$ cat src/rtl/key_map_loader.sv
// Note-key table loader: captures keyboard scancodes into a NUM_KEYS-entry table and answers
// registered lookups. Define KEYMAP_DUP_REJECT_EN to reject codes already captured this session.
module key_map_loader #(
  parameter int NUM_KEYS = 8,
  parameter int CODE_W   = 8
) (
  input  logic                         clk,
  input  logic                         rst,
  input  logic                         start,
  input  logic                         abort,
  input  logic                         write_en,
  input  logic [CODE_W-1:0]            key,
  input  logic                         query_valid,
  input  logic [CODE_W-1:0]            query_key,
  output logic [NUM_KEYS*CODE_W-1:0]   pattern_flat,
  output logic                         busy,
  output logic                         done,
  output logic [$clog2(NUM_KEYS)-1:0]  wr_idx,
  output logic                         hit,
  output logic [$clog2(NUM_KEYS)-1:0]  hit_idx,
  output logic                         dup_err
);

  // state   | meaning
  // IDLE    | no session; table stable, lookups answered
  // CAPTURE | each plain scancode fills entry wr_idx
  // SKIP    | break prefix seen; next non-E0 code is the released key and is dropped
  typedef enum logic [1:0] {IDLE, CAPTURE, SKIP} state_t;

  localparam int IDX_W = $clog2(NUM_KEYS);
  localparam logic [IDX_W-1:0]  LAST_IDX = IDX_W'(NUM_KEYS - 1);
  localparam logic [CODE_W-1:0] CODE_E0  = CODE_W'(8'hE0);
  localparam logic [CODE_W-1:0] CODE_F0  = CODE_W'(8'hF0);

  state_t            state, nxt_state;
  logic [IDX_W-1:0]  nxt_wr_idx;
  logic              wr_fire;
  logic              done_set;
  logic              dup_hit;
  logic [CODE_W-1:0] entries [NUM_KEYS];
  logic              found;
  logic [IDX_W-1:0]  found_idx;

  // Power-on table: one octave do..do2
  function automatic logic [CODE_W-1:0] def_entry(input int i);
    case (i)
      0:       return CODE_W'(8'h1C);
      1:       return CODE_W'(8'h1B);
      2:       return CODE_W'(8'h23);
      3:       return CODE_W'(8'h2B);
      4:       return CODE_W'(8'h34);
      5:       return CODE_W'(8'h33);
      6:       return CODE_W'(8'h3B);
      7:       return CODE_W'(8'h42);
      default: return '0;
    endcase
  endfunction

  assign busy = (state != IDLE);

  always_comb begin
    pattern_flat = '0;
    for (int i = 0; i < NUM_KEYS; i++) pattern_flat[i*CODE_W +: CODE_W] = entries[i];
  end

`ifdef KEYMAP_DUP_REJECT_EN
  always_comb begin
    dup_hit = 1'b0;
    for (int i = 0; i < NUM_KEYS; i++)
      if ((IDX_W'(i) < wr_idx) && (entries[i] == key)) dup_hit = 1'b1;
  end
`else
  assign dup_hit = 1'b0;
`endif

  always_ff @(posedge clk or posedge rst) begin
    if (rst) begin
      state  <= IDLE;
      wr_idx <= '0;
      done   <= 1'b0;
    end else begin
      state  <= nxt_state;
      wr_idx <= nxt_wr_idx;
      done   <= done_set;
    end
  end

  always_comb begin
    nxt_state  = state;
    nxt_wr_idx = wr_idx;
    wr_fire    = 1'b0;
    done_set   = 1'b0;
    case (state)
      IDLE: begin
        // start wins over a simultaneous abort; a same-cycle key strobe is dropped
        if (start) begin
          nxt_state  = CAPTURE;
          nxt_wr_idx = '0;
        end
      end
      CAPTURE: begin
        if (abort) begin
          nxt_state  = IDLE;
          nxt_wr_idx = '0;
        end else if (write_en) begin
          if (key == CODE_E0) begin
            nxt_state = CAPTURE;
          end else if (key == CODE_F0) begin
            nxt_state = SKIP;
          end else if (!dup_hit) begin
            wr_fire = 1'b1;
            if (wr_idx == LAST_IDX) begin
              done_set   = 1'b1;
              nxt_state  = IDLE;
              nxt_wr_idx = '0;
            end else begin
              nxt_wr_idx = wr_idx + 1'b1;
            end
          end
        end
      end
      SKIP: begin
        if (abort) begin
          nxt_state  = IDLE;
          nxt_wr_idx = '0;
        end else if (write_en && (key != CODE_E0)) begin
          nxt_state = CAPTURE;
        end
      end
      default: begin
        nxt_state  = IDLE;
        nxt_wr_idx = '0;
      end
    endcase
  end

`ifdef KEYMAP_DUP_REJECT_EN
  always_ff @(posedge clk or posedge rst) begin
    if (rst) dup_err <= 1'b0;
    else     dup_err <= (state == CAPTURE) && !abort && write_en &&
                        (key != CODE_E0) && (key != CODE_F0) && dup_hit;
  end
`else
  assign dup_err = 1'b0;
`endif

  always_ff @(posedge clk or posedge rst) begin
    if (rst) begin
      for (int i = 0; i < NUM_KEYS; i++) entries[i] <= def_entry(i);
    end else if (wr_fire) begin
      for (int i = 0; i < NUM_KEYS; i++)
        if (IDX_W'(i) == wr_idx) entries[i] <= key;
    end
  end

  // Scan from the top so the lowest matching index is the one left standing
  always_comb begin
    found     = 1'b0;
    found_idx = '0;
    for (int i = NUM_KEYS - 1; i >= 0; i--) begin
      if (entries[i] == query_key) begin
        found     = 1'b1;
        found_idx = IDX_W'(i);
      end
    end
  end

  always_ff @(posedge clk or posedge rst) begin
    if (rst) begin
      hit     <= 1'b0;
      hit_idx <= '0;
    end else if (query_valid) begin
      hit     <= busy ? 1'b0 : found;
      hit_idx <= busy ? '0 : found_idx;
    end
  end

endmodule

$ cat config.mk
export PLATFORM = sky130hd
export DESIGN_NAME = key_map_loader
export DESIGN_NICKNAME = d
export VERILOG_FILES = /design/src/rtl/key_map_loader.sv
export SDC_FILE = /design/constraint.sdc
export NUM_CORES = 1
export LEC_CHECK = 0
export ABC_AREA = 1
export CAP_MARGIN = 40
export CORE_MARGIN = 5
export CORE_UTILIZATION = 35
export DETAILED_ROUTE_END_ITERATION = 16
export SYNTH_ARGS = -nofsm -noshare
export SYNTH_HDL_FRONTEND = slang
export SYNTH_SLANG_ARGS = --single-unit
$ cat constraint.sdc
create_clock -name clk -period 2.9 [get_ports clk]
set_input_delay 0.29 -clock clk [delete_from_list [all_inputs] [get_ports clk]]
set_output_delay 0.29 -clock clk [all_outputs]
set_load 0.005 [all_outputs]
* Word-level counts from Yosys, hierarchy flattened
Index checks and enable logic that the tools add are counted.
Storage, ports and cells: flip-flop bits (word level) 74, input bits 22, output and inout port bits 74, logic and storage cells 102
Operators by class: add/sub/neg operators 1, eq/ne operators 28, mux-type cells 46, reductions and logical operators 14
Operators with widths (number):
- $eq A8 B8 Y1 | 8
- $mux W3 | 16
- $mux W1 | 20
- $eq A8 B8 Y1 const B | 2
- $mux W2 | 8
- $reduce_and A2 Y1 | 8
- $eq A3 B3 Y1 const A | 4
- $ne A3 B3 Y1 const B | 4
- $pmux W3 S3 | 1
- $ne A8 B8 Y1 const B | 1
- $eq A2 B3 Y1 const A | 2
- $pmux W2 S3 | 1
- $ne A5 B5 Y1 const B | 1
- $reduce_and A5 Y1 | 1
- $ne A2 B2 Y1 const B | 2
- $reduce_and A4 Y1 | 1
- $add A3 B1 Y3 const B | 1
- $eq A1 B3 Y1 const A | 1
- $eq A3 B3 Y1 const B | 1
- $logic_not A3 Y1 | 1
- $eq A2 B1 Y1 const B | 1
- $eq A2 B2 Y1 const B | 1
- $logic_not A2 Y1 | 1
- $reduce_bool A2 Y1 | 1
- $logic_and A1 B1 Y1 | 1

* Depth between registers and ports, before layout
Gate-level depths: netlist of run 1.
depth in word-level cells 10, gate-level depth with buffers 15, mapped depth without buffers 14

* Worst setup path after synthesis of run 1
Ideal clock, no wire load.
path kind input port to flip-flop, start in key[0], end reg entries (netlist bit pattern_flat[28]), library setup time 0.119 ns, arrival time 1.532 ns, required time 2.781 ns, setup slack 1.249 ns, stages on the path 10, path buffers 3, path through buf_2 -> nor2_1 -> nand2_1 -> nor4_4 -> nor2_4 -> nand3_2 -> buf_6 -> nor2_2 -> buf_6 -> o21a_1
Between the ends: cells in the longest elaborated chain, start to end 7, elaborated cells between the ends (all ways) 8, classes of those cells eq/ne (2); mux (5); reduce/logical (1)
Ends and longest elaborated chain:
- start, declared | RTL line 12 | input logic [CODE_W-1:0] key,
- $eq A8 B8 Y1 | RTL line 108 | end else if (key == CODE_F0) begin
- $mux W1 | RTL line 108
- $mux W1 * | RTL line 106 | if (key == CODE_E0) begin
- $mux W1 * | RTL line 105 | end else if (write_en) begin
- $mux W1 * | RTL line 102 | if (abort) begin
- $mux W1 * | RTL line 93 | case (state)
- $reduce_and A2 Y1 (no source line) *
- end signal, assigned by index | RTL line 152 | if (IDX_W'(i) == wr_idx) entries[i] <= key;
- end, declared | RTL line 40 | logic [CODE_W-1:0] entries [NUM_KEYS];
Mark *: on every way between the ends. The rest lies on a longest branch, timed or not. A chain may end at the register's enable or synchronous reset.

* Worst setup path in the final report of run 1
start in key[4], end reg entries (netlist bit pattern_flat[14])
Same word-level chain as after synthesis.

==> results of run 1 <==
==> logic make-up after synthesis <==
group,Yosys count,synth area share
adder cells (fa/ha/maj),6,0.0180
flip-flops,74,0.453
buffers and inverters,90,0.0958
AND/OR/NAND/NOR,272,0.284
AO/OA/AOI/OAI,64,0.0790
other,1,0.000900
XOR/XNOR,33,0.0694
==> final cells by class <==
cell class	count	area, µm²	area share
well taps	143	179	0.0317
flip-flops and latches	74	1890	0.334
clock inverters	5	128	0.0226
clock buffers	11	233	0.0413
repair buffers	111	1080	0.192
inverters	68	255	0.0452
multi-input cells	376	1880	0.333
==> power groups by stage <==
stage | registers (W) | clock network, W | logic (W)
6_report | 0.00168 | 0.00137 | 0.00148
5_1_grt | 0.00172 | 0.00144 | 0.00165
4_1_cts | 0.00168 | 0.00139 | 0.00149
3_5_place_dp | 0.00169 | 0 | 0.00148
3_3_place_gp | 0.00169 | 0 | 0.00145
2_1_floorplan | 0.00164 | 0 | 0.000686
==> per-stage QoR <==
step	total power [W]	worst slack, ns	utilization
floorplan	0.00233	0.775	-
global placement	0.00314	0.562	0.457
detailed placement	0.00317	0.512	0.457
CTS	0.00456	0.845	0.488
global route	0.00481	0.642	0.488
finish	0.00453	0.819	0.488
==> path summary, 6_finish.rpt <==
path	end	slack, ns	cells past startpoint
min reg2reg	hit	0.48	2
max in group asynchronous	pattern_flat[62]	1.79	3
min in group clk	hit	0.48	2
max	pattern_flat[14]	0.82	11
min	pattern_flat[19]	0.36	2
max reg2reg	pattern_flat[35]	0.96	5
==> sequential cells by signal, summed over array words and instances, names as in the netlist <==
| signal | cells |
|---|---|
| done | 1 |
| hit | 1 |
| hit_idx | 3 |
| pattern_flat | 64 |
| state | 2 |
| wr_idx | 3 |
==> per-layer routing <==
| layer | global-route usage | up-vias | routed length [µm] |
|---|---|---|---|
| li1 | - | 1864 | - |
| met3 | 0.0512 | 23 | 1010 |
| met1 | 0.265 | 1875 | 6100 |
| met4 | 0.0673 | 0 | 321 |
| met5 | 0 | - | 0 |
| met2 | 0.297 | 157 | 6020 |
==> cell usage in the layout, fill, tap and decap left out <==
cell	instances
nand3_1	11
dfstp_2	28
o31ai_1	1
clkdlybuf4s50_1	94
inv_1	65
ha_1	6
nand2_1	202
xor2_1	24
nor3_1	3
nand4_1	11
nand3_2	2
o21ai_0	24
clkbuf_16	9
conb_1	1
o22ai_1	1
clkinvlp_4	1
xnor2_1	9
o21ai_1	27
a21oi_1	9
inv_2	3
clkbuf_1	2
nor2_1	26
o21a_1	2
nor3_2	3
buf_4	16
nor4_4	1
dfrtp_1	46
nor2_4	3
nand2_2	4
nor2_2	1
bufinv_16	4
or2_2	3
buf_12	1
nor3_4	2
==> impl_metrics.py, run 1 <==
metrics = {
    "synthesis": {
        "ys_types": 30,
        "yosysSeqAreaShare": 0.453,
        "synth_top_cell_by_area": "dfrtp_1",
        "syn_area_per_cell_um2": 7.71,
        "synthTopCellsByCount": "nand2_1, inv_1, dfrtp_1",
        "synth_edf_count": 0,
        "yosysWarnings": 0,
        "synth_area_leaders": "dfrtp_1, nand2_1, dfstp_2",
        "synthFlopType": "dfrtp_1",
        "ys_ff_latch": 74,
        "async_flop_share": 1.00,
        "syn_area_um2": 4170,
        "synth_cells": 540,
        "post-synth-top-count-cell": "nand2_1",
        "synth_nets": 568,
        "synth_top_area_frac": 0.276,
    },
    "clock_network": {
        "cts_tree": "built",
        "cts-htree-levels": 3,
        "cts_resized": 0,
        "cts.sinks": 74,
        "cts_buffers": 9,
        "clk_pin_slew_worst_paths_ns": 0.06,
        "cts_buffer_depth": 2,
        "clock_latency_ns": 0.34,
        "cts_hold_buf": 0,
        "postCtsSetupBuffers": 0,
        "root_buffer": "clkbuf_16",
    },
    "floorplan": {
        "die_w_um": 119,
        "core-area_um2": 11600,
        "start_util": 0.360,
        "die_h_um": 119,
        "die-area_um2": 14200,
        "pin_count": 96,
        "rows": 39,
    },
    "pwr": {
        "irDropWorstVdd_mv": 0.390,
        "p_seq_frac": 0.371,
        "internal-power_w": 0.00311,
        "p_per_area_nw_per_um2": 803,
        "p_switching_w": 0.00142,
        "p_comb_frac": 0.326,
        "clkPwrFrac": 0.303,
        "cellLeakagePower_nw": 2.81,
        "p_sw_frac": 0.313,
    },
    "timing": {
        "rsz0062_at_grt": "false",
        "slew_violations": 0,
        "max_freq_ghz": 0.481,
        "relSlewSlack": 0.426,
        "fin_hold_ws_ns": 0.364,
        "finalHoldViolCount": 0,
        "worstMarginPinSlew_ns": 0.856,
        "fin_skew_ns": 0.00852,
        "finalSetupTns_ns": 0,
        "fin_crit_ns": 2.08,
        "setup_viol": 0,
        "post-route-period-util": 0.718,
    },
    "outcome": {
        "status": "complete, no violations",
    },
    "place": {
        "dp_hpwl_um": 10200,
        "placed_area_um2": 5280,
        "place_inst": 772,
        "place_congestion": 0.894,
        "io_buffers": 94,
    },
    "setup_path": {
        "crit_fanout": 11,
        "crit_path_top_delay_cell": "clkdlybuf4s50_1",
        "crit_path_end_kind": "register",
        "cpLargestDelayFamily": "buffers and inverters",
        "cp.required_ns": 3.12,
        "cp-startpoint": "key[4]",
        "cp-start-kind": "input port",
        "worst-endpoint-arrival_ns": 2.30,
        "crit_chain": "clkdlybuf4s50_1, inv_1, nor4_4, nor2_4, nand3_2, buf_4, nor2_4, nand2_2, inv_1, nand2_1, nand2_1",
        "worstSetupPathType": "input port to register",
        "timing.rr.start": "wr_idx[0]",
        "slowest_delay_ns": 0.55,
        "crit_buf_inv": 4,
    },
    "routing": {
        "drtIter0Drc": 347,
        "wl_per_cell_um": 17.1,
        "vias": 3919,
        "drc": 0,
        "ant_nets": 0,
        "vias_per_cell": 4.97,
        "dr.pass1.iters": 5,
        "routed_wl_um": 13500,
    },
    "cells_and_area": {
        "stdcell_area_um2": 5640,
        "area_growth_pct": 35.4,
        "fin_cells": 788,
        "diodes": 0,
        "final_nets": 668,
        "final_layout_size_suffix_gt1_frac": 0.126,
        "fillCellCount": 1118,
    },
    "global_route": {
        "grt_pass1_wl_um": 21400,
        "grtUsageTotal": 0.194,
        "antenna_found_initial": 0,
        "grt.overflow.total": 0,
        "grt_pass1_vias": 3911,
        "grt_max_degree": 46,
    },
    "worst_hold_path": {
        "hold_path.class": "input port to async pin",
    },
    "job": {
        "maxCapViolCount": 0,
    },
}
No activity file was read; power rests on OpenSTA's default activity.
==> run 2, diff against run 1 <==
==> constraint.sdc (replaced) <==
create_clock -name clk -period 1.8 [get_ports clk]
set_input_delay 0.18 -clock clk [delete_from_list [all_inputs] [get_ports clk]]
set_output_delay 0.18 -clock clk [all_outputs]
set_load 0.005 [all_outputs]
==> run 2 against run 1 <==
Die area stayed put. Core utilization is 3.1 points higher. Largest power group unchanged. Sequential power is 59% higher. Non-clock buffer count rose by 33. Via count grew 2.0%. Sequential share of layout area is 2.0 points lower. Critical path depth increased by 1. Critical path type unchanged.
==> impl_metrics.py, run 2 (synthesized netlist as in run 1, its figures left out) <==
metrics = {
    "pwr": {
        "irDropWorstVdd_mv": 0.446,
        "cellLeakagePower_nw": 3.01,
        "p_total_w": 0.00716,
        "p_per_area_nw_per_um2": 1190,
    },
    "setup_path": {
        "cp.required_ns": 2.02,
        "crit_path_end_kind": "register",
        "crit_fanout": 17,
        "r2r-end": "pattern_flat[12]",
        "cp-start-kind": "input port",
        "reg2reg_slack_ns": 0.19,
        "r2r_cells": 9,
        "timing.rr.start": "state[1]",
        "worst-endpoint-arrival_ns": 1.90,
        "worstSetupPathType": "input port to register",
    },
    "floorplan": {
        "rows": 39,
        "die_h_um": 119,
        "die_w_um": 119,
        "die-area_um2": 14200,
        "core-area_um2": 11600,
        "pin_count": 96,
        "start_util": 0.360,
    },
    "worst_hold_path": {
        "worstHoldPathCells": 4,
        "hp-start": "key[5]",
        "hold_end": "pattern_flat[53]",
        "hold_path.class": "input port to register",
    },
    "timing": {
        "fin_skew_ns": 0.00555,
        "slew_violations": 0,
        "fin_crit_ns": 1.69,
        "max_freq_ghz": 0.593,
        "setup_viol": 0,
        "fin_hold_ws_ns": 0.281,
        "post-route-period-util": 0.938,
        "finalHoldViolCount": 0,
    },
    "routing": {
        "wl_per_cell_um": 16.3,
        "vias_per_cell": 4.87,
        "drtIter0Drc": 327,
        "vias": 3997,
        "ant_nets": 0,
        "dr.pass1.iters": 5,
        "drc": 0,
        "routed_wl_um": 13400,
    },
    "job": {
        "maxCapViolCount": 0,
    },
    "global_route": {
        "grt.overflow.total": 0,
        "antenna_found_initial": 0,
        "grt_pass1_vias": 3888,
        "grt_pass1_wl_um": 21200,
        "grt_max_degree": 75,
        "grtUsageTotal": 0.192,
    },
    "cells_and_area": {
        "final_common_cell": "nand2_1",
        "largest_register_ffs": 64,
        "final_cell_mix": "nand2_1, clkdlybuf4s50_1, inv_1",
        "area_growth_pct": 44.1,
        "fillCellCount": 1069,
        "final_nets": 701,
        "fin_util": 0.519,
        "stdcell_area_um2": 6000,
        "diodes": 0,
        "final_layout_size_suffix_gt1_frac": 0.171,
    },
    "clock_network": {
        "cts_buffers": 9,
        "clk_pin_slew_worst_paths_ns": 0.06,
        "clock_latency_ns": 0.33,
        "cts_tree": "built",
        "cts_buffer_depth": 2,
        "root_buffer": "clkbuf_16",
        "cts-htree-levels": 3,
        "cts.sinks": 74,
        "cts_hold_buf": 0,
    },
    "place": {
        "placed_area_um2": 5580,
        "io_buffers": 94,
        "place_congestion": 0.916,
        "dp_hpwl_um": 10200,
    },
    "outcome": {
        "status": "complete, no violations",
    },
}
## run 2: cell count changes in the layout (fill, tap and decap cells not counted), sizes merged
cell           before  now
buf                17   50
clkinv              0    2
clkinvlp            1    2
bufinv              4    2
clkdlybuf4s50      94   92
dlymetal6s2s        0    2
inv                68   67
## run 2: worst max path at each step
stage	from	end	slack (ns)	cells past startpoint
floorplan	key[0]	pattern_flat[28]	0.26	10
detailed placement	key[5]	pattern_flat[45]	-0.35	11
global placement	key[0]	pattern_flat[43]	-0.29	10
CTS	key[5]	pattern_flat[62]	0.007	12
global route	key[7]	pattern_flat[60]	-0.004	12
finish	key[7]	pattern_flat[58]	0.11	12
## run 2: timing repair
item / in CTS / in global routing
gates resized for setup: 0 / 7
setup endpoints to repair: 8 / 48
buffers inserted: 1 / 3
pin swaps: 1 / 4
cloned: 0 / 0
## run 2: per-stage QoR
step                      setup WS, ns  setup TNS, ns  std cells
after floorplan                  0.259              0        540
after global placement          -0.288         -13.39        801
after detailed placement        -0.347         -16.73        801
after CTS                      0.00702              0        818
after global routing          -0.00373       -0.00373        821
final                            0.112              0        821
## run 2: metal layers
layer | track usage | wire, µm
met3 | 0.0464 | 1070
met4 | 0.0652 | 309
met5 | 0 | 0
met2 | 0.294 | 5880
met1 | 0.267 | 6130
## run 2: final cells by class
cell class,count,area [µm²],area share
inverter,68,259,0.0432
clock inverter,5,77.6,0.0129
timing repair buffer,144,1450,0.241
clock buffer,11,243,0.0405
multi-input combinational,376,1910,0.318
tap,143,179,0.0298
sequential,74,1890,0.314
## run 2: power breakdown
group,switching (W),internal [W]
Sequential,0.000434,0.00224
Combinational,0.00115,0.00140
Clock,0.000689,0.00125
Total,0.00227,0.00489
## run 2: worst max-delay path: stages
cell	delay, ns
clkdlybuf4s50_1	0.50
nand2_2	0.09
buf_4	0.15
nor4_4	0.27
nor2_4	0.07
nand3_4	0.09
buf_4	0.14
buf_4	0.11
nor2_4	0.04
buf_12	0.14
nand2_1	0.05
o21ai_1	0.06
